--- config.mk ---
export PLATFORM = sky130hd
export DESIGN_NAME = regfile_cc_unit
export DESIGN_NICKNAME = d
export VERILOG_FILES = /design/src/rtl/lc3_pkg.sv /design/src/rtl/regfile_cc_unit_nzp_gen.sv /design/src/rtl/regfile_cc_unit.sv
export SDC_FILE = /design/constraint.sdc
export NUM_CORES = 1
export LEC_CHECK = 0
export CORE_ASPECT_RATIO = 1.4
export CORE_MARGIN = 2
export CORE_UTILIZATION = 56
export CTS_CLUSTER_DIAMETER = 100
export DETAILED_ROUTE_END_ITERATION = 12
export HOLD_SLACK_MARGIN = 0.05
export PLACE_DENSITY = 0.88
export SLEW_MARGIN = 20
export SYNTH_ARGS = -nofsm -noshare
export SYNTH_HDL_FRONTEND = slang
export SYNTH_SLANG_ARGS = --single-unit
--- constraint.sdc ---
create_clock -name Clk -period 4.7 [get_ports Clk]
set_input_delay 0.47 -clock Clk [delete_from_list [all_inputs] [get_ports Clk]]
set_output_delay 0.47 -clock Clk [all_outputs]
set_load 0.05 [all_outputs]
--- src/rtl/lc3_pkg.sv ---
// Shared LC-3 datapath types and IR field positions.
// Used by the register file, condition-code logic and their consumers.
package lc3_pkg;

    typedef logic [15:0] word_t;
    typedef logic [2:0]  reg_idx_t;
    typedef logic [2:0]  nzp_t;

    localparam reg_idx_t R7_IDX = 3'd7;

    localparam int DR_HI  = 11;
    localparam int DR_LO  = 9;
    localparam int SR1_HI = 8;
    localparam int SR1_LO = 6;
    localparam int SR2_HI = 2;
    localparam int SR2_LO = 0;

    localparam nzp_t NZP_N = 3'b100;
    localparam nzp_t NZP_Z = 3'b010;
    localparam nzp_t NZP_P = 3'b001;

endpackage

--- src/rtl/regfile_cc_unit_nzp_gen.sv ---
// Classifies a data word as negative, zero or positive.
// Exactly one nzp bit is set for any input word.
module nzp_gen
    import lc3_pkg::*;
#(
    parameter int WIDTH = 16
) (
    input  logic [WIDTH-1:0] word,
    output nzp_t             nzp
);

    always_comb begin
        nzp = NZP_P;
        unique case (1'b1)
            (word == '0):    nzp = NZP_Z;
            word[WIDTH-1]:   nzp = NZP_N;
            default:         nzp = NZP_P;
        endcase
    end

endmodule

--- src/rtl/regfile_cc_unit.sv ---
// LC-3 general-purpose registers R0-R7 with NZP and BEN registers.
// Write-back and condition codes are both sourced from the shared bus.
module regfile_cc_unit
    import lc3_pkg::*;
#(
    parameter int   WIDTH     = 16,
    parameter nzp_t RESET_NZP = 3'b010
) (
    input  logic             Clk,
    input  logic             Reset,
    input  logic [15:0]      IR,
    input  logic [WIDTH-1:0] Bus,
    input  logic             LD_REG,
    input  logic             LD_CC,
    input  logic             LD_BEN,
    input  logic             DRMUX,
    input  logic             SR1MUX,
    output logic [WIDTH-1:0] SR1_OUT,
    output logic [WIDTH-1:0] SR2_OUT,
    output logic [2:0]       nzp,
    output logic             BEN
);

    logic [WIDTH-1:0] gpr [8];
    reg_idx_t         dr;
    reg_idx_t         sr1;
    reg_idx_t         sr2;
    nzp_t             bus_nzp;
    logic             ben_next;
    logic             unused_ir;

    assign dr  = DRMUX  ? R7_IDX : IR[DR_HI:DR_LO];
    assign sr1 = SR1MUX ? IR[SR1_HI:SR1_LO] : IR[DR_HI:DR_LO];
    assign sr2 = IR[SR2_HI:SR2_LO];

    assign unused_ir = ^{IR[15:12], IR[5:3]};

    nzp_gen #(
        .WIDTH (WIDTH)
    ) u_nzp_gen (
        .word (Bus),
        .nzp  (bus_nzp)
    );

    // BEN samples the nzp held before this edge, even if LD_CC fires too.
    assign ben_next = |(IR[DR_HI:DR_LO] & nzp);

    always_ff @(posedge Clk or posedge Reset) begin
        if (Reset) begin
            for (int i = 0; i < 8; i++) begin
                gpr[i] <= '0;
            end
        end else if (LD_REG) begin
            gpr[dr] <= Bus;
        end
    end

    always_ff @(posedge Clk or posedge Reset) begin
        if (Reset) begin
            nzp <= RESET_NZP;
            BEN <= 1'b0;
        end else begin
            if (LD_CC) begin
                nzp <= bus_nzp;
            end
            if (LD_BEN) begin
                BEN <= ben_next;
            end
        end
    end

    assign SR1_OUT = gpr[sr1];
    assign SR2_OUT = gpr[sr2];

endmodule

==> reports/qor.yml <==
cp_max_fo: 17
fmax_ghz: 0.253
dpl_worst_slack_ns: 0.984
hp-class: "input port to asynchronous set/reset pin"
synth_warnings: 0
use_met1_pct: 37.2
syn-mean-instance-area_um2: 11.9
grt_pass1_vias: 6167
dieArea_um2: 14400
dp_hpwl_mm: 13.1
synth_cell_types: 37
setup_viol: 0
h-tree-depth: 4
synth_cells: 631
drc: 0
pin_count: 75
worst-path-buf-inv: 3
layout-drive-gt1-share_pct: 31.6
reg2reg_slack_ns: 3.72
arrival_ns: 3.48
clock_sinks: 132
layout_commonest_cell: "dfrtp_1"
use_met3_pct: 6.40
worstSetupPathType: "input port to output port"
layout_common_cells: "dfrtp_1 (131), mux2_2 (98), nand2_1 (84)"
synth-main-ff-cell: "dfrtp_1"
syn_area_um2: 7530
worst-r2r-cell-count: 2
maxSlewViolCount: 0
antenna_found_initial: 0
fin_area_um2: 8790
clk_latency_ns: 0.42
post-route-util_pct: 66.3
cp-start-kind: "input port"
required_ns: 4.23
finalHoldViolCount: 0
netSwitchingFraction_pct: 32.5
io_buffers: 67
grt_pass1_wl_mm: 32.7
peakVddDrop_mv: 0.267
cpLargestDelayFamily: "buffers and inverters"
gp_congestion: 0.871
cts_hold_buf: 0
dr.first_iter.drc_count: 534
async_flop_share_pct: 100
crit_end: "SR1_OUT[4]"
track_usage_pct: 30.3
diodes: 0
cts_tree: "done"
power_density_nw_per_um2: 458
synth-seq-cells: 132
final_cells: 879
worstSetupPathDepth: 7
crit_start: "IR[11]"
coreArea_um2: 13300
rows: 50
fp.dieH_um: 141
timing_worst_slew_pin_value_ns: 1.12
maxCapViolCount: 0
r2r_end: "BEN$_DFFE_PP0P_"
grt_util_met2_pct: 48.1
p_int_mw: 2.72
status: "finished, final reports clean"
worstSetupEndpointType: "output port"
layout.nets: 723
detail-route-antenna-nets: 0
path_clk_slew_ns: 0.06
fp.dieW_um: 102
wl_per_cell_um: 24.0
synthesis.nets: 670
cts_root_buf: "clkbuf_16"
drt_wl_total_mm: 21.1
synth_edf_count: 0
drtPass1Iterations: 5
dp_cells: 847
place_area_um2: 8230
leakagePower_nw: 3.61
slowest_delay_ns: 0.82
ys_seq_area_share_pct: 43.9
overflow: 0
top_usage_layer: "met2"
p_sw_mw: 1.31
fin_crit_sh_pct: 84.0
finClkSkew_ns: 0.00410
crit_slowest_cell: "clkdlybuf4s50_1"
viasPerCell: 6.62
reg2reg_from: "nzp[0]$_DFFE_PP0P_"
cts_buffers: 17
power.share.sequential_pct: 39.6
fin_crit_ns: 3.95
clockBufferDepth: 2
finalSetupTns_ns: 0
maxSlewHeadroom_pct: 25.2
rsz0062_at_grt: "no"
pwr-share-clk_pct: 31.3
combPwrFrac_pct: 29.1
ctsResizeCount: 0
total_power_mw: 4.03
start_util_pct: 56.8
setup_ws_ns: 0.750
cts_setup_buffers: 0
timing.hold.ws_ns: 0.479
vias: 5819
grt_max_degree: 49
path_common_cell: "buf_4"
cp_cell_sequence: "clkdlybuf4s50_1 -> mux2_2 -> or2_1 -> buf_4 -> a21oi_1 -> a311o_1 -> buf_4"
area_growth_pct: 16.8
worst min-delay path by stage:
stage | start | endpoint | slack [ns] | cells past startpoint
4_1_cts | Reset | gpr[126]$_DFFE_PP0P_ | 0.49 | 2
3_5_place_dp | gpr[83]$_DFFE_PP0P_ | gpr[83]$_DFFE_PP0P_ | 0.50 | 1
2_1_floorplan | gpr[36]$_DFFE_PP0P_ | gpr[36]$_DFFE_PP0P_ | 0.47 | 1
6_report | Reset | gpr[126]$_DFFE_PP0P_ | 0.48 | 2
5_1_grt | Reset | gpr[126]$_DFFE_PP0P_ | 0.53 | 2
3_3_place_gp | gpr[36]$_DFFE_PP0P_ | gpr[36]$_DFFE_PP0P_ | 0.48 | 1
synth_stat cells (2+ instances only):
cell type  count  area (µm²)
dfrtp_1      131        3280
mux2_2        98        1100
nand2_1       84         315
nor2_1        58         218
mux2_1        50         563
mux4_2        32         721
a21oi_1       23         115
buf_2         22         110
a311o_1       16         160
o211ai_1      16         120
a21oi_2       11        96.3
o21ai_0       11        55.1
o221ai_1      11        96.3
clkbuf_1      10        37.5
o21ai_2       10        87.6
buf_4          9        67.6
buf_6          6        67.6
o22a_1         5        43.8
nor4_1         4        25.0
inv_1          3        11.3
nand2b_1       3        18.8
nor3_4         2        32.5
nor4_4         2        42.5
cells by family after synthesis:
group           count (synthesis)  synth area share, %
mux                           183                 32.2
simple gates                  160                 9.42
flops                         132                 43.9
compound gates                105                 10.5
buf+inv                        51                 3.96
state kept, by name, indices dropped and copies added, names as in the netlist:
name	cells
nzp	3
gpr	128
BEN	1
per-layer routing:
metal / wire length [µm] / share of wire, %
met4: 1290 / 6.1
met5: 0 / 0
met1: 7710 / 37
met3: 1630 / 7.7
met2: 10500 / 50
power groups by stage:
stage / registers (mW) / logic (mW) / clock network, mW
after floorplan: 1.55 / 0.878 / 0
after global placement: 1.57 / 1.12 / 0
after detailed placement: 1.61 / 1.16 / 0
after CTS: 1.59 / 1.17 / 1.27
after global routing: 1.63 / 1.24 / 1.31
final: 1.60 / 1.17 / 1.26
area by class of cell:
class,instances,area [µm²]
Clock buffer,28,517
Timing Repair Buffer,82,746
Multi-Input combinational cell,448,3940
Inverter,3,13.8
Fill cell,921,4470
Tap cell,182,228
Clock inverter,4,45.0
Sequential cell,132,3300
(Power assumes the default switching activity.)
